File: src/rtl/mem_dma_initiator.sv
// Memory-to-memory word copy engine: read one word, write it back out,
// repeat for len_words words, with bus-error and per-request timeout abort.
module mem_dma_initiator #(
    parameter int MEM_W       = 32,
    parameter int TIMEOUT_CYC = 256
) (
    input  logic               clk,
    input  logic               rst,
    input  logic               start,
    input  logic [31:0]        src_addr,
    input  logic [31:0]        dst_addr,
    input  logic [15:0]        len_words,
    output logic               busy,
    output logic               done,
    output logic               error,
    output logic               mem_req_o,
    output logic [31:0]        mem_addr_o,
    output logic               mem_we_o,
    output logic [MEM_W/8-1:0] mem_be_o,
    output logic [MEM_W-1:0]   mem_wdata_o,
    input  logic               mem_rvalid_i,
    input  logic               mem_err_i,
    input  logic [MEM_W-1:0]   mem_rdata_i
);

    localparam int BW = MEM_W / 8;
    localparam int CW = $clog2(TIMEOUT_CYC + 1);
    localparam logic [31:0]   STRIDE  = 32'(BW);
    localparam logic [CW-1:0] TO_LAST = CW'(TIMEOUT_CYC - 1);

    typedef enum logic [2:0] {
        S_IDLE,
        S_RD,
        S_WR,
        S_FIN,
        S_ERR
    } state_t;

    state_t           state_q, state_d;
    logic [31:0]      src_q, src_d;
    logic [31:0]      dst_q, dst_d;
    logic [15:0]      len_q, len_d;
    logic [15:0]      i_q, i_d;
    logic [MEM_W-1:0] buf_q, buf_d;
    logic [CW-1:0]    cnt_q, cnt_d;
    logic             req_q, req_d;
    logic             done_q, done_d;
    logic             error_q, error_d;
    logic [31:0]      offs;

    assign offs = 32'(i_q) * STRIDE;

    // State and datapath registers, cleared by the synchronous reset
    always_ff @(posedge clk) begin
        if (rst) begin
            state_q <= S_IDLE;
            src_q   <= '0;
            dst_q   <= '0;
            len_q   <= '0;
            i_q     <= '0;
            buf_q   <= '0;
            cnt_q   <= '0;
            req_q   <= 1'b0;
            done_q  <= 1'b0;
            error_q <= 1'b0;
        end else begin
            state_q <= state_d;
            src_q   <= src_d;
            dst_q   <= dst_d;
            len_q   <= len_d;
            i_q     <= i_d;
            buf_q   <= buf_d;
            cnt_q   <= cnt_d;
            req_q   <= req_d;
            done_q  <= done_d;
            error_q <= error_d;
        end
    end

    // Next state: a request is issued one cycle after entering RD/WR,
    // which leaves the mandatory idle bus cycle after every completion
    always_comb begin
        state_d = state_q;
        src_d   = src_q;
        dst_d   = dst_q;
        len_d   = len_q;
        i_d     = i_q;
        buf_d   = buf_q;
        cnt_d   = cnt_q;
        req_d   = req_q;
        done_d  = 1'b0;
        error_d = error_q;
        unique case (state_q)
            S_IDLE: begin
                if (start) begin
                    src_d   = src_addr;
                    dst_d   = dst_addr;
                    len_d   = len_words;
                    i_d     = '0;
                    error_d = 1'b0;
                    state_d = (len_words == 16'd0) ? S_FIN : S_RD;
                end
            end
            S_RD, S_WR: begin
                if (!req_q) begin
                    req_d = 1'b1;
                    cnt_d = '0;
                end else if (mem_rvalid_i) begin
                    req_d = 1'b0;
                    if (mem_err_i) begin
                        state_d = S_ERR;
                        error_d = 1'b1;
                    end else if (state_q == S_RD) begin
                        buf_d   = mem_rdata_i;
                        state_d = S_WR;
                    end else begin
                        i_d     = i_q + 16'd1;
                        state_d = (i_q + 16'd1 == len_q) ? S_FIN : S_RD;
                    end
                end else if (cnt_q == TO_LAST) begin
                    req_d   = 1'b0;
                    state_d = S_ERR;
                    error_d = 1'b1;
                end else begin
                    cnt_d = cnt_q + 1'b1;
                end
            end
            S_FIN: begin
                done_d  = 1'b1;
                state_d = S_IDLE;
            end
            S_ERR: begin
                error_d = 1'b1;
                req_d   = 1'b0;
                state_d = S_IDLE;
            end
            default: state_d = S_IDLE;
        endcase
    end

    // Bus attributes follow the state, so they stay put while a request waits
    always_comb begin
        mem_addr_o  = '0;
        mem_we_o    = 1'b0;
        mem_be_o    = '0;
        mem_wdata_o = '0;
        if (state_q == S_RD) begin
            mem_addr_o = src_q + offs;
            mem_be_o   = '1;
        end else if (state_q == S_WR) begin
            mem_addr_o  = dst_q + offs;
            mem_we_o    = 1'b1;
            mem_be_o    = '1;
            mem_wdata_o = buf_q;
        end
    end

    assign busy      = (state_q == S_RD) || (state_q == S_WR) ||
                       (state_q == S_FIN);
    assign done      = done_q;
    assign error     = error_q;
    assign mem_req_o = req_q;

endmodule

File: config.mk
export PLATFORM = sky130hd
export DESIGN_NAME = mem_dma_initiator
export DESIGN_NICKNAME = d
export VERILOG_FILES = /design/src/rtl/mem_dma_initiator.sv
export SDC_FILE = /design/constraint.sdc
export NUM_CORES = 1
export LEC_CHECK = 0
export CAP_MARGIN = 20
export CORE_MARGIN = 5
export CORE_UTILIZATION = 40
export DETAILED_ROUTE_END_ITERATION = 12
export PLACE_DENSITY = 0.64
export SETUP_SLACK_MARGIN = 0.3
export SYNTH_ARGS = -nofsm -noshare
export SYNTH_HDL_FRONTEND = slang
export SYNTH_SLANG_ARGS = --single-unit
File: constraint.sdc
create_clock -name clk -period 4 [get_ports clk]
set_input_delay 1 -clock clk [delete_from_list [all_inputs] [get_ports clk]]
set_output_delay 1 -clock clk [all_outputs]
set_load 0.01 [all_outputs]
Word level (Yosys, flattened, before mapping). Cells that the tools add are included.

Add/subtract/negate cells: 4. Equality and inequality tests: 15. Mux-type cells: 37. Bitwise logic cells: 1. Reduce and logical (&&, ||, !) cells: 14.

Operators with widths (number): 2-to-1 mux 32 bit (4); 2-to-1 mux 16 bit (5); adder 32 x 18 -> 32 bit (2); one-hot mux 16 bit (2 select lines) (1); 2-to-1 mux 9 bit (3); adder 16 x 1 -> 16 bit (second input constant) (1); == test 16 bit (1); logical NOT 16 bit (1); 2-to-1 mux 3 bit (5); != test 2 bit (second input constant) (7); 2-to-1 mux 1 bit (11); AND reduction 5 bit (2); adder 9 x 1 -> 9 bit (second input constant) (1); == test 9 x 8 -> 1 bit (second input constant) (1); 2-to-1 mux 4 bit (2); == test 3 x 2 -> 1 bit (second input constant) (2); 2-to-1 mux 2 bit (3); != test 3 bit (second input constant) (2); one-hot mux 3 bit (2 select lines) (1); AND reduction 3 bit (2); AND reduction 6 bit (1); nonzero test 2 bit (2); == test 3 x 1 -> 1 bit (second input constant) (1); == test 3 bit (second input constant) (1); 8 further kinds (9).

Register bits: 143. Input port bits: 117. Output and inout bits: 73. Word-level logic and storage cells: 81.

Depth between registers and ports, before layout. Gate-level depths: netlist (run 1).

Depth in word-level cells: 8. Gate-level depth with buffers: 11. Mapped depth without buffers: 11.

Worst setup path before layout (run 1). OpenSTA, ideal clock, no wires.

Kind: register to output. Start: register i_q[0]. End: output port mem_addr_o[28]. Arrival: 2.515 ns. Data required time: 3.000 ns. Slack: 0.485 ns. Stages on the path, launching flop included: 11. Path buffers: 0. Path through: dfxtp_1 -> ha_1 -> inv_1 -> fa_1 -> nand2b_1 -> a21oi_1 -> o31ai_1 -> o2111ai_1 -> nand4b_1 -> xor2_1 -> o22ai_1.

Word-level cells in the longest chain between the ends: 3. Elaborated cells on any way between the ends: 4. Classes of those cells: add/sub (2); mux (2).

Ends and longest elaborated chain: from (decl) (line 43) `logic [15:0] i_q, i_d;`; from (signal assigned) (line 71) `i_q <= i_d;`; adder 32 x 18 -> 32 bit (line 151) `mem_addr_o = dst_q + offs;`; 2-to-1 mux 32 bit (line 150) `end else if (state_q == S_WR) begin`; 2-to-1 mux 32 bit (*) (line 147) `if (state_q == S_RD) begin`; to (decl) (line 17) `output logic [31:0] mem_addr_o,`.

Every way passes the cells marked *; elsewhere a longest branch is shown, timed or not.

Worst setup path after layout (run 1). Same ends and word-level chain as after synthesis.

==> impl_summary.md, run 1 <==
Synth
The share of synthesized area occupied by flip-flops and latches is about 34%. The cell count after synthesis is 1144. Among all flip-flop cells after synthesis, the most frequent one is dfxtp_1. Counting flops and latches in the post-synthesis netlist gives about 140. During synthesis, Yosys emitted a total of 0 warnings. The share of synthesized registers carrying an async set or reset is 0%. The number of distinct library cells after synthesis is 70. Counting flops with a built-in enable in the synthesized netlist gives 0.

The summed instance area of the synthesized netlist is 8508 um^2. In this run the mean area of a mapped cell was 7.437 um^2. The number of nets handed over by synthesis was about 1.3k.

Worst hold path
The worst hold path belongs to the class reg2reg.

Global routing
The pin count of the biggest net entering global routing is 75. The global-route track usage on met3 is 3.883%. The via count of the first global-routing pass is 8486.

For met2 alone, demand over resource in global routing was 37.14%. For this run the aggregate overflow at the end of global routing stands at 0. The layer flagged by global routing as most heavily used is met2. The overall fraction of global-route tracks in use is 21.82%. The global-route wire length before repair is between 40000 and 50000 um.

In the global route stage, met1 resource usage came out at ~28%. The number of antenna violations at the first check in global routing is 0.

Finish
The fraction of final layout cells sized beyond drive strength 1 is between 10% and 20%. The top cell types in the final layout, fill and taps aside, are 261 x nand2_1, 162 x clkdlybuf4s50_1, 152 x a21oi_1. At the end of the flow, the number of nets in the layout was approximately 1.5k.

The number of fill cells is 1921. Leaving out fill and tap cells, the most frequent cell in the layout is nand2_1. The area growth from synthesis to layout is 43.96%.

Die
The floorplan die height is 155.8 um. The die width is 155.8 um. The initial utilization of the core area, before any placement, comes to 40.60%. The floorplan has 53 rows. The number of primary I/O pins is between 150 and 200. The area of the die is around 24000 um^2.

The core region is 20960 um^2.

Power
Summed over all nets, the switching power comes to between 1.5 and 2 mW. The proportion of power drawn by combinational gates is 33.4%. Across the VDD grid, the largest voltage drop is 0.3025 mV.

The internal power component is 3.431 mW. The standby leakage power is roughly 4.5 nW. Overall power consumption after layout is estimated at 5.371 mW. The power per unit of standard cell area is 438.6 nW/um^2. Registers are responsible for about a third of the overall power.

The clock network fraction of total power is 32.9%. The switching power share of the total is 36.12%.

Drt
The detailed-route wire length is between 20000 and 30000 um. The number of nets still failing antenna checks after routing is 0. The remaining design rule violation count is 0. The first routing iteration left 547 violations.

The detailed-route vias per instance is roughly 5.3. The routed length per placed instance is 16.55 um. The routed layout has about 9k vias.

The detailed-router iteration count before antenna repair is 5.

STA
Setup repair after global routing could not meet its margin everywhere. The slew at the pin closest to its max-slew limit is between 0.7 and 0.8 ns. The number of hold-slack violations in the final timing report is 0. Measured against its own limit, the worst slew margin works out to 50.25%. For the final database, setup skew stands at 0.01213 ns. The number of max-slew violations in the final report is 0. The clock period could shrink to between 3 and 4 ns.

Setup violations remaining at the end of the flow were counted as 0. The worst-case setup margin in the final layout is between 0.09 and 0.1 ns. Static timing analysis puts the maximum clock frequency at 0.2558 GHz.

The final critical path takes up between 90 and 100% of the cycle. The worst hold margin is 0.4501 ns.

Outcome
The flow ran to the end, and the final reports show no timing, DRC or antenna violations.

Critical path
The worst setup path is launched from a flop. The largest single stage delay on the critical path is between 0.3 and 0.4 ns. In this design, the largest share of critical-path delay is due to compound AO/OA/AOI/OAI gates. The critical path data required time is 3.00 ns. The slowest cell on the critical path is dfxtp_4.

Of all nets on the critical path, the largest fanout is 3. The worst setup path is captured at a primary output. The critical path data arrival time is around 2.9 ns. Together, buffers and inverters on the worst path number 3.

The startpoint-to-endpoint class of the critical path is reg2out. The critical path goes through ha_4 -> inv_2 -> fa_2 -> nor2b_4 -> o31ai_4 -> a211oi_2 -> o211ai_1 -> buf_4 -> a211oi_4 -> xnor2_2 -> o22ai_1 -> buf_2.

Job
Across the run, the number of max-cap violations was 0.

Clock network
The number of buffers between clock root and the deepest sink is 2. In this run, CTS created clock tree buffers numbering 17. The H-tree generated during clock tree synthesis spans 4 levels. The buffer cell driving the clock tree root is clkbuf_16. For the worst-skew pair, the clock arrives at the later sink with an insertion delay of around 0.43 ns. TritonCTS built the clock tree. The CTS sink count is between 100 and 150.

In this run, post-CTS hold repair placed 0 buffers. Clock-pin slew was measured on the worst setup and hold paths at 0.07 ns.

Placement
The final weighted congestion in routability-driven placement is 0.8576. The wire-length estimate of the detail-placed layout is 19510 um. The post-placement worst setup slack is -0.05077 ns.

The count of buffers inserted at the top-level ports is 189.
## metal layers
| metal | part of all wire [%] | vias up |
|---|---|---|
| met2 | 49 | 222 |
| met4 | 2.3 | 0 |
| li1 | - | 4426 |
| met1 | 45 | 4103 |
| met5 | 0 | - |
| met3 | 4.1 | 43 |
## cell usage after synthesis (all sizes together), types with 21 or more instances
cell    count  area (um^2)
nand2     265        997.2
a21oi     167        835.8
dfxtp     143         2863
nor2       56        212.7
clkbuf     55        206.5
xnor2      44        385.4
and2       40        250.2
o21ai      36        180.2
ha         35        437.9
xor2       29        254.0
nand3      26        135.1
o22ai      21        131.4
## power by group through the flow
stage | logic, mW | clock network [mW] | registers [mW]
after CTS | 1.79 | 1.80 | 1.80
after global routing | 1.99 | 1.86 | 1.83
final | 1.80 | 1.77 | 1.81
after global placement | 1.75 | 0 | 1.81
after detailed placement | 1.75 | 0 | 1.81
after floorplan | 1.12 | 0 | 1.75
## logic make-up after synthesis
logic type                 count (synthesis)  synth area share (%)
buffers and inverters                     82                 3.868
DFF                                      143                 33.65
adders and majority gates                 37                 5.618
muxes                                      8                0.9706
AOI/OAI and AO/OA                        308                 21.21
and+or+nand+nor                          493                 27.18
xor gates and xnor gates                  73                 7.515
## path summary, 6_finish.rpt
path	from	end	slack, ns	depth (start not counted)
worst min register to register	buf_q[0]	buf_q[0]	0.45	2
worst min-delay path	buf_q[0]	buf_q[0]	0.45	2
worst max register to register	state_q[2]	cnt_q[5]	1.35	10
worst max-delay path	i_q[0]	mem_addr_o[28]	0.09	12
## worst reg2reg max path, cell delays in order (launching register included)
cell and delay (ns):
dfxtp_1 0.31, buf_4 0.17, nor2_1 0.15, nand2_2 0.09
inv_2 0.19, buf_4 0.40, o21ai_1 0.36, o21a_1 0.28
nor2_1 0.24, a31oi_1 0.14, a211oi_1 0.23
## per-stage QoR
stage	TNS (ns)	util (%)	area, um^2	std cells
floorplan	0	-	8508	1144
global placement	0	52.18	10930	1597
detailed placement	-0.1037	52.18	10930	1597
CTS	0	57.55	12060	1640
global route	-0.002998	58.44	12250	1647
finish	0	58.45	12250	1648
## cell type report
cell class                      instances  area, um^2  share of cell area [%]
Antenna cell                            1       2.502                 0.02043
Clock buffer                           17       425.4                   3.473
Multi-Input combinational cell        919        5877                   47.98
Sequential cell                       143        2894                   23.63
Clock inverter                         15       220.2                   1.798
Tap cell                              275       344.1                   2.809
Inverter                               14       52.55                  0.4291
Timing Repair Buffer                  264        2432                   19.86
## registers in the layout (all words and copies together) (netlist names)
register	count
error	1
src_q	32
i_q	16
done	1
dst_q	32
buf_q	32
mem_req_o	1
len_q	16
cnt_q	9
state_q	3
## timing repair
| item | in CTS | in global routing |
|---|---|---|
| setup endpoints to repair | 26 | 29 |
| pin swaps | 37 | 22 |
| gates resized for setup | 175 | 47 |
| endpoints found under the hold margin | 0 | 0 |
| setup buffers | 11 | 7 |
Note: power is estimated with default switching activity, not from simulation.
==> run 2, diff against run 1 <==
--- a/config.mk
+++ b/config.mk
@@ -8,8 +8,9 @@
 export CAP_MARGIN = 20
 export CORE_MARGIN = 5
 export CORE_UTILIZATION = 40
+export CTS_CLUSTER_DIAMETER = 30
 export DETAILED_ROUTE_END_ITERATION = 12
-export PLACE_DENSITY = 0.64
+export PLACE_DENSITY = 0.66
 export SETUP_SLACK_MARGIN = 0.3
 export SYNTH_ARGS = -nofsm -noshare
 export SYNTH_HDL_FRONTEND = slang
==> impl_summary.md, run 2 (synthesized netlist as in run 1, its figures left out) <==
STA
The final clock period utilization by the worst path is 96.25% (was 97.72%). The number of max-slew violations in the final report is 0 (unchanged). The count of final setup violators came to 0 (unchanged). The fmax is 0.2597 GHz (was 0.2558 GHz).

The final sum of negative setup slack was 0 ns (unchanged). The number of hold-slack violations in the final timing report is 0 (unchanged). The minimum period implied by the final worst setup slack is 3.850 ns (was 3.909 ns). RSZ-0062 raised after global routing: true (unchanged). The tightest slew margin relative to the limit was 48.93% (was 50.25%). The slew at the pin closest to its max-slew limit is 0.7634 ns (was 0.7436 ns). The worst-case clock skew was 0.006783 ns (was 0.01213 ns).

Clock network
The TritonCTS clock tree is built (unchanged). The number of levels in the clock H-tree is 4 (unchanged). The clock-pin slew of the registers on the worst-case setup and hold paths is 0.06 ns (was 0.07 ns).

The number of buffers between clock root and the deepest sink was 2 (unchanged). The buffer cell driving the clock tree root is clkbuf_16 (unchanged). The clock latency at the later pin of the worst-skew pair came to 0.44 ns (was 0.43 ns). The CTS sink count is 143 (unchanged). The clock buffer count from CTS is 17 (unchanged).

Drt
The detailed-route vias per instance is 5.477 (was 5.336). The remaining design rule violation count is 0 (unchanged). The number of DRC violations after detailed-routing iteration 0 is 616 (was 547). The detailed-route wire length was 27590 um (was 27280 um). The routed length per placed instance is 16.84 um (was 16.55 um). The number of nets still failing antenna checks after routing was 0 (unchanged). The via count of the routed design came to 8971 (was 8794). The detailed-router iteration count before antenna repair was 5 (unchanged).

Finish
The synthesis-to-finish area growth came to 41.07% (was 43.96%). The fraction of final layout cells sized beyond drive strength 1 is 16.29% (was 17.64%). The antenna diode count was 0 (was 1). The count of nets after finishing is 1504 (was 1513). The area occupied by registers is 2888 um^2 (was 2894 um^2). Leading cell types in the layout, fill and taps excluded: 262 x nand2_1, 161 x clkdlybuf4s50_1, 160 x a21oi_1 (was 261 x nand2_1, 162 x clkdlybuf4s50_1, 152 x a21oi_1).

The most common cell after layout, fill and taps aside is nand2_1 (unchanged). The number of fill cells is 1973 (was 1921). The area taken by multi-input logic gates is 5811 um^2 (was 5877 um^2). The final standard cell utilization of the core is 57.28% (was 58.45%). Biggest registers after layout: buf_q x32, dst_q x32, src_q x32 (unchanged).

Critical path
The largest fanout on the critical path was 4 (was 3). The category of the worst setup path capture point is a primary output (unchanged). The critical path data arrival time is 2.85 ns (was 2.91 ns). The launch point of the worst path is i_q[1] (was i_q[0]). The minimum setup slack among reg-to-reg paths was 1.20 ns (was 1.35 ns). The destination of the critical timing path is mem_addr_o[15] (was mem_addr_o[28]).

The slowest cell on the critical path is or4_4 (was dfxtp_4). The startpoint type of the worst setup path is a flop (unchanged). The worst reg2reg path endpoint is state_q[1] (was cnt_q[5]). The critical path data required time is 3.00 ns (about the same). The startpoint-to-endpoint class of the critical path was reg2out (unchanged).

Cell breakdown of the critical path: buf_6 -> ha_4 -> a211oi_2 -> buf_4 -> or4_4 -> and2_4 -> a21oi_2 -> nor3_1 -> or3b_1 -> o21bai_1 -> buf_2 (was ha_4 -> inv_2 -> fa_2 -> nor2b_4 -> o31ai_4 -> a211oi_2 -> o211ai_1 -> buf_4 -> a211oi_4 -> xnor2_2 -> o22ai_1 -> buf_2). The length in cells of the worst reg-to-reg path is 11 (was 10). The delay of the slowest cell on the worst path is 0.42 ns (was 0.38 ns). The launching point of the worst reg2reg path was i_q[0] (was state_q[2]).

Power
The standby leakage power is 4.384 nW (was 4.475 nW). The power per unit of standard cell area is 432.9 nW/um^2 (was 438.6 nW/um^2). The worst voltage drop across the vdd grid is 0.2797 mV (was 0.3025 mV).

Job
The number of max-cap violations was 0 (unchanged).

Placement
The final weighted congestion in routability-driven placement is 0.8915 (was 0.8576). The half-perimeter wire length after detailed placement is 19340 um (was 19510 um). The count of buffers inserted at the top-level ports is 189 (unchanged).

Die
The area of the die is 24290 um^2 (unchanged). The initial core utilization is 40.60% (unchanged). The floorplan die height came to 155.8 um (unchanged). The number of core rows was 53 (unchanged). The number of primary I/O pins is 190 (unchanged).

The die width is 155.8 um (unchanged). The core box area is 20960 um^2 (unchanged).

Worst hold path
The beginning of the worst hold path is buf_q[5] (was buf_q[0]). The path type of the worst min-delay path is reg2reg (unchanged).

Global routing
The number of antenna violations at the first check in global routing is 0 (unchanged). The pin count of the biggest net entering global routing is 73 (was 75). The via count of the first global-routing pass came to 8520 (was 8486). The global-route wire length before repair is 43270 um (was 43080 um).

The overall fraction of global-route tracks in use is 21.83% (was 21.82%). The total grt overflow is 0 (unchanged).

Outcome
Run status: completed (unchanged).
[run 2: changes by cell type in the layout (fill, tap and decap cells not counted), sizes merged, moves of 2 or more]
| cell | before | now |
|---|---|---|
| clkinv | 1 | 5 |
| inv | 24 | 22 |
| buf | 92 | 87 |
| clkbuf | 23 | 19 |
| bufinv | 4 | 1 |
[run 2: worst min path at each step]
stage	end	slack, ns	cells past startpoint
2_1_floorplan	buf_q[0]	0.43	2
3_3_place_gp	buf_q[7]	0.44	2
3_5_place_dp	buf_q[7]	0.44	2
4_1_cts	buf_q[5]	0.45	2
5_1_grt	buf_q[1]	0.47	2
6_report	buf_q[5]	0.45	2
[run 2: area by class of cell]
| cell class | instances | share of cell area (%) |
|---|---|---|
| sequential | 143 | 24.06 |
| timing repair buffer | 255 | 19.42 |
| inverter | 14 | 0.4378 |
| clock buffer | 17 | 3.544 |
| multi-input combinational | 919 | 48.41 |
| clock inverter | 15 | 1.261 |
| tap | 275 | 2.867 |
[run 2: timing repair]
item                       CTS  global route
setup buffers                7             7
resized for setup          169            32
setup endpoints to repair   31            26
hold buffers                 0             0
pin swaps                   32            24
[run 2: critical path, delay by kind of cell (launching register included)]
kind | cells | cell delay (ns)
and+or+nand+nor | 4 | 1.00
DFF | 1 | 0.36
adders and majority gates | 1 | 0.26
buffers and inverters | 3 | 0.42
AOI/OAI and AO/OA | 3 | 0.38
[run 2: metrics by stage]
stage / instance area [um^2] / hold slack (ns) / std cells / worst slack (ns) / power (mW)
after global placement: 10900 / 0.4369 / 1592 / -0.01080 / 3.550
after detailed placement: 10900 / 0.4418 / 1592 / -0.05736 / 3.571
after CTS: 11900 / 0.4513 / 1631 / 0.09876 / 5.215
final: 12000 / 0.4491 / 1638 / 0.1500 / 5.196
after floorplan: 8508 / 0.4317 / 1144 / 0.4852 / 2.870
after global routing: 12000 / 0.4677 / 1638 / -0.03185 / 5.507
[run 2: where the power goes]
group	switching [mW]	internal, mW	total, mW
clock	0.697	0.878	1.57
sequential	0.211	1.61	1.82
combinational	1.05	0.749	1.80
total	1.96	3.23	5.20
[run 2: layer usage]
layer	vias to the layer above	part of all wire, %	wire length (um)	track usage [%]
met1	4151	42	11720	28.08
met2	335	48	13220	36.23
li1	4422	-	-	-
met5	-	0	0	0
met4	0	3.2	880	8.337
met3	63	6.4	1771	4.244
==> run 3, diff against run 2 <==
--- a/config.mk
+++ b/config.mk
@@ -6,6 +6,7 @@
 export NUM_CORES = 1
 export LEC_CHECK = 0
 export CAP_MARGIN = 20
+export CORE_ASPECT_RATIO = 1.25
 export CORE_MARGIN = 5
 export CORE_UTILIZATION = 40
 export CTS_CLUSTER_DIAMETER = 30
==> impl_summary.md, run 3 (synthesized netlist as in run 1, its figures left out) <==
Outcome
Run status: completed (unchanged).

Placement
The final weighted congestion in routability-driven placement was 0.8974 (was 0.8915). The count of buffers inserted at the top-level ports is 189 (unchanged). The half-perimeter wire length after detailed placement was 19570 um (was 19340 um). The cell count after placement is 1584 (was 1592).

Power
The overall power consumption was 5.283 mW (was 5.196 mW). The worst voltage drop across the vdd grid is 0.3274 mV (was 0.2797 mV). The standby leakage power is 4.378 nW (was 4.384 nW).

The power per unit of standard cell area was 438.3 nW/um^2 (was 432.9 nW/um^2).

STA
The number of hold-slack violations in the final timing report was 0 (unchanged). The worst-case clock skew is 0.01186 ns (was 0.006783 ns). The number of max-slew violations in the final report was 0 (unchanged). The tightest slew margin relative to the limit is 38.71% (was 48.93%). The count of final setup violators came to 0 (unchanged). The minimum period implied by the final worst setup slack is 3.785 ns (was 3.850 ns).

RSZ-0062 raised after global routing: true (unchanged). The final clock period utilization by the worst path was 94.64% (was 96.25%). The fmax is 0.2642 GHz (was 0.2597 GHz). The slew at the pin closest to its max-slew limit is 0.9194 ns (was 0.7634 ns). The worst hold margin is 0.4469 ns (was 0.4491 ns).

The final sum of negative setup slack is 0 ns (unchanged).

Clock network
The CTS sink count was 143 (unchanged). The clock latency at the later pin of the worst-skew pair was 0.43 ns (was 0.44 ns). The cts-stage hold buffer count is 0 (unchanged). The number of levels in the clock H-tree is 4 (unchanged).

The number of buffers between clock root and the deepest sink came to 2 (unchanged). The buffer cell driving the clock tree root is clkbuf_16 (unchanged). The clock buffer count from CTS was 17 (unchanged).

The clock-pin slew of the registers on the worst-case setup and hold paths is 0.06 ns (about the same). The TritonCTS clock tree is built (unchanged).

Die
The die width is 140.4 um (was 155.8 um). The initial core utilization is 40.73% (was 40.60%). The core box area is 20890 um^2 (was 20960 um^2). The number of core rows was 59 (was 53). The area of the die is 24310 um^2 (was 24290 um^2). The floorplan die height came to 173.1 um (was 155.8 um). The number of primary I/O pins is 190 (unchanged).

Worst hold path
The beginning of the worst hold path is buf_q[21] (was buf_q[5]). The path type of the worst min-delay path is reg2reg (unchanged). The destination of the worst hold path was buf_q[21] (was buf_q[5]). The number of cells on the worst hold path is 2 (unchanged).

Drt
The number of nets still failing antenna checks after routing came to 0 (unchanged). The detailed-route vias per instance is 5.419 (was 5.477). The remaining design rule violation count is 0 (unchanged). The detailed-router iteration count before antenna repair is 5 (unchanged). The routed length per placed instance is 16.85 um (was 16.84 um).

The via count of the routed design was 8844 (was 8971). The number of DRC violations after detailed-routing iteration 0 came to 683 (was 616). The detailed-route wire length is 27500 um (was 27590 um).

Global routing
The overall fraction of global-route tracks in use is 21.66% (was 21.83%). The pin count of the biggest net entering global routing is 83 (was 73). The via count of the first global-routing pass is 8402 (was 8520). The total grt overflow was 0 (unchanged).

The global-route wire length before repair is 43490 um (was 43270 um). The number of antenna violations at the first check in global routing came to 1 (was 0).

Critical path
The critical path data arrival time is 2.79 ns (was 2.85 ns). The cell that appears most often on the critical path is buf_4. Cell breakdown of the critical path: buf_4 -> ha_1 -> and3_1 -> nand4_1 -> a211oi_2 -> a31oi_1 -> buf_4 -> buf_12 -> o31ai_4 -> mux2i_1 -> nand2_1 -> buf_2 (was buf_6 -> ha_4 -> a211oi_2 -> buf_4 -> or4_4 -> and2_4 -> a21oi_2 -> nor3_1 -> or3b_1 -> o21bai_1 -> buf_2). The worst reg2reg path endpoint is cnt_q[2] (was state_q[1]). The startpoint type of the worst setup path is a flop (unchanged). The critical path data required time came to 3.00 ns (about the same).

The largest fanout on the critical path is 6 (was 4). The startpoint-to-endpoint class of the critical path is reg2out (unchanged). The slowest cell on the critical path is dfxtp_1 (was or4_4). The length in cells of the worst reg-to-reg path is 9 (was 11). The minimum setup slack among reg-to-reg paths is 1.22 ns (was 1.20 ns). The category of the worst setup path capture point was a primary output (unchanged). The delay of the slowest cell on the worst path is 0.33 ns (was 0.42 ns).

The launching point of the worst reg2reg path is state_q[2] (was i_q[0]).

Finish
Leading cell types in the layout, fill and taps excluded: 261 x nand2_1, 162 x clkdlybuf4s50_1, 159 x a21oi_1 (was 262 x nand2_1, 161 x clkdlybuf4s50_1, 160 x a21oi_1). The synthesis-to-finish area growth is 41.65% (was 41.07%). The fraction of final layout cells sized beyond drive strength 1 is 16.58% (was 16.29%). The count of nets after finishing is 1498 (was 1504). The number of fill cells is 1889 (was 1973).

The area taken by multi-input logic gates came to 5843 um^2 (was 5811 um^2). The non-filler instance count after layout was 1632 (was 1638). Biggest registers after layout: buf_q x32, dst_q x32, src_q x32 (unchanged). The area occupied by registers is 2905 um^2 (was 2888 um^2).

The most common cell after layout, fill and taps aside was nand2_1 (unchanged).

Job
The number of max-cap violations was 0 (unchanged).
[run 3: cell count changes in the layout (fill, tap and decap cells not counted), sizes merged]
cell,delta
clkdlybuf4s15,-1
clkinv,-3
bufinv,+1
inv,+2
buf,-8
diode,+1
dlygate4sd2,-1
clkbuf,+3
clkdlybuf4s50,+1
[run 3: metal layers]
layer / GRT usage [%] / vias to the layer above / share of wire [%]
met5: 0 / - / 0
met4: 8.158 / 0 / 3.0
li1: - / 4397 / -
met3: 3.812 / 56 / 4.5
met1: 26.76 / 4132 / 42
met2: 37.40 / 259 / 50
[run 3: per-stage QoR]
stage	worst slack [ns]	instance area (um^2)	utilization [%]
2_1_floorplan	0.4852	8508	-
3_3_place_gp	0.03694	10840	51.90
3_5_place_dp	0.01319	10840	51.90
4_1_cts	0.1546	11870	56.80
5_1_grt	0.09995	12050	57.69
6_report	0.2145	12050	57.69
[run 3: repair_timing]
item	4_1_cts	5_1_grt
setup endpoints to repair	30	35
gates resized for setup	158	63
pin swaps	28	32
gates cloned	0	0
setup buffers	11	4
[run 3: worst max-delay path, delay by kind of cell (launching register included)]
| kind | cells | cell delay, ns |
|---|---|---|
| muxes | 1 | 0.20 |
| AOI/OAI and AO/OA | 3 | 0.50 |
| DFF | 1 | 0.33 |
| buffers and inverters | 4 | 0.64 |
| adders and majority gates | 1 | 0.29 |
| and+or+nand+nor | 3 | 0.40 |
[run 3: layout make-up]
cell class                      instances  share of cell area [%]
Multi-Input combinational cell        919                   48.48
Clock buffer                           17                   3.530
Inverter                               14                  0.4360
Antenna cell                            1                 0.02076
Clock inverter                         15                   1.578
Tap cell                              274                   2.845
Sequential cell                       143                   24.11
Timing Repair Buffer                  249                   19.00
[run 3: report_power, final]
group	internal (mW)	leakage (nW)	switching, mW
clock	0.954	0.300	0.710
sequential	1.61	1.18	0.216
combinational	0.740	2.90	1.06
total	3.30	4.38	1.98
[run 3: worst max path at each step]
stage | start | end | cells after the start
2_1_floorplan | i_q[0] | mem_addr_o[28] | 10
3_3_place_gp | i_q[0] | mem_addr_o[28] | 12
3_5_place_dp | i_q[0] | mem_addr_o[28] | 12
4_1_cts | dst_q[3] | mem_addr_o[31] | 11
5_1_grt | i_q[0] | mem_addr_o[24] | 12
6_report | i_q[13] | mem_addr_o[27] | 12
==> RTL edit, RTL diff (flow settings as in run 1) <==
Put a register stage on the output `mem_wdata_o`. The value now appears one clock later. The other outputs are not delayed to match.
--- a/src/rtl/mem_dma_initiator.sv
+++ b/src/rtl/mem_dma_initiator.sv
@@ -35,6 +35,8 @@
         S_FIN,
         S_ERR
     } state_t;
+
+    logic [MEM_W-1:0] mem_wdata_d;
 
     state_t           state_q, state_d;
     logic [31:0]      src_q, src_d;
@@ -143,7 +145,7 @@
         mem_addr_o  = '0;
         mem_we_o    = 1'b0;
         mem_be_o    = '0;
-        mem_wdata_o = '0;
+        mem_wdata_d = '0;
         if (state_q == S_RD) begin
             mem_addr_o = src_q + offs;
             mem_be_o   = '1;
@@ -151,7 +153,7 @@
             mem_addr_o  = dst_q + offs;
             mem_we_o    = 1'b1;
             mem_be_o    = '1;
-            mem_wdata_o = buf_q;
+            mem_wdata_d = buf_q;
         end
     end
 
@@ -161,5 +163,9 @@
     assign error     = error_q;
     assign mem_req_o = req_q;
 
+    always_ff @(posedge clk) begin
+        mem_wdata_o <= mem_wdata_d;
+    end
+
 endmodule
 
Formal check against the unedited RTL: not equivalent (Yosys sat finds a counterexample within 4 cycles, from zero or initial values and one cycle with rst high).
==> RTL edit against run 1 <==
  * Final area grew 0.67%
  * Non-clock buffer count shrank 21
  * Register-to-register slack gained 0.12 ns
  * Via count shrank 4.5%
  * Maximum frequency grew 0.47%
  * Power shrank 0.35%
  * Setup slack gained 0.018 ns
  * Sequential cell count grew 32
  * Clock power shrank 7%
  * Routed wire length shrank 3.8%
  * Hold slack lost 0.0019 ns
  * Synthesized area grew 4.1%
  * Largest cell class unchanged
==> RTL edit: results (changes against run 1) <==
Place
  • Placer Congestion: 0.890 (was 0.858)
  • Post-DP HPWL: 18,400 um (was 19,500 um)
  • Dpl ws: -0.00925 ns (was -0.0508 ns)

Yosys
  • Syn Area/Cell: 7.87 um2 (was 7.44 um2)
  • Post-synthesis sequential area ratio: 0.396 (was 0.336)
  • Ranking of synthesized cells by area: dfxtp_1, nand2_1, a21oi_1 (unchanged)
  • Commonest cells in the netlist: nand2_1, dfxtp_1, a21oi_1 (was nand2_1, a21oi_1, dfxtp_1)
  • Synth cell types: 66 (was 70)
  • Mapped Nets: 1,279 (was 1,298)

Worst hold path
  • Hold Path End: mem_wdata_o[19] (was buf_q[0])
  • Hold-critical path depth: 1 (was 2)

Layout
  • Seq/total area: 0.287 (was 0.236)
  • Seq cells: 175 (was 143)
  • Area of the multi-input gates: 5550 um2 (was 5880 um2)
  • Invs w/o clock: 17 (was 14)
  • Buffers, non-clock: 243 (was 264)
  • # fillers: 1,966 (was 1,921)
  • Clkbuf count: 18 (was 17)
  • Fraction of area in clock buffers and inverters: 0.0479 (was 0.0527)
  • Fin nets: 1,474 (was 1,513)
  • #MultiIn Comb: 866 (was 919)

Power
  • Sequential Power Share: 0.400 (was 0.337)
  • Part of the power in combinational logic: 0.294 (was 0.334)
  • Peak VDD IR: 0.299 mV (was 0.303 mV)
  • Sw Pwr: 1.89 mW (was 1.94 mW)

Worst setup path
  • Reg2reg path depth: 11 (was 10)
  • Critical Path AT: 2.89 ns (was 2.91 ns)
  • R2R setup slack: 1.47 ns (was 1.35 ns)
  • Worst R2R Start: state_q[1] (was state_q[2])
  • RR Endpoint: cnt_q[7] (was cnt_q[5])

Outcome
  • Status: finished, final reports clean (unchanged)

Global routing
  • Vias in the first global route: 7,984 (was 8,486)
  • Largest net degree at the start of global routing: 69 (was 75)
  • Global Route Usage Sum: 0.200 (was 0.218)
  • First-pass GRT wire length: 42,200 um (was 43,100 um)

STA
  • Min setup slack post-route: 0.110 ns (was 0.0911 ns)
  • Worst slew pin tran: 0.722 ns (was 0.744 ns)

Routing
  • Vias per cell: 5.21 (was 5.34)
  • DRT iter0 DRCs: 485 (was 547)
  • WL per Instance: 16.3 um (was 16.6 um)
-- RTL edit: cell count changes after synthesis, moves of 6 or more --
cell and change:
dfxtp_1 +32, a211oi_1 -9, xor2_1 +9, nand2b_1 -8
nor2_1 -7, o22ai_1 +7, mux2i_1 -6, nand3_1 +6
o21ai_0 -6
-- RTL edit: cell families (layout without fill, tap and decap cells) --
group           count (synthesis)  count (layout)  synth area share
simple gates                  465             465             0.243
compound gates                278             278             0.184
flops                         175             175             0.396
xor+xnor                       86              86            0.0851
buf+inv                        84             292            0.0384
fa+ha+maj                      37              37            0.0540
-- RTL edit: worst max-delay path, stage by stage, from the launching register on --
cell and delay, ns:
dfxtp_4 0.38, ha_4 0.15, inv_2 0.04, fa_2 0.41, nor2b_4 0.16, o31ai_4 0.10
a21oi_2 0.21, a31oi_4 0.14, o21ai_2 0.17, buf_6 0.14, nand3_2 0.07, xor2_1 0.14
o22ai_1 0.18, buf_2 0.16
-- RTL edit: per-stage QoR --
stage | area, um2 | hold WS (ns) | util
floorplan | 8860 | 0.430 | -
global placement | 11100 | 0.433 | 0.508
detailed placement | 11100 | 0.439 | 0.508
CTS | 12000 | 0.452 | 0.550
global route | 12300 | 0.469 | 0.565
finish | 12300 | 0.448 | 0.565
-- RTL edit: per-layer routing --
| metal | vias to the layer above | track usage | share of wire |
|---|---|---|---|
| li1 | 4238 | - | - |
| met1 | 3893 | 0.274 | 0.46 |
| met2 | 245 | 0.330 | 0.48 |
| met3 | 26 | 0.0404 | 0.051 |
| met4 | 0 | 0.0403 | 0.014 |
| met5 | - | 0 | 0 |
-- RTL edit: repair_timing --
action,CTS,global route
pin swaps,36,37
setup buffers,13,7
resized for setup,148,58
setup endpoints to repair,25,28
hold buffers,0,0
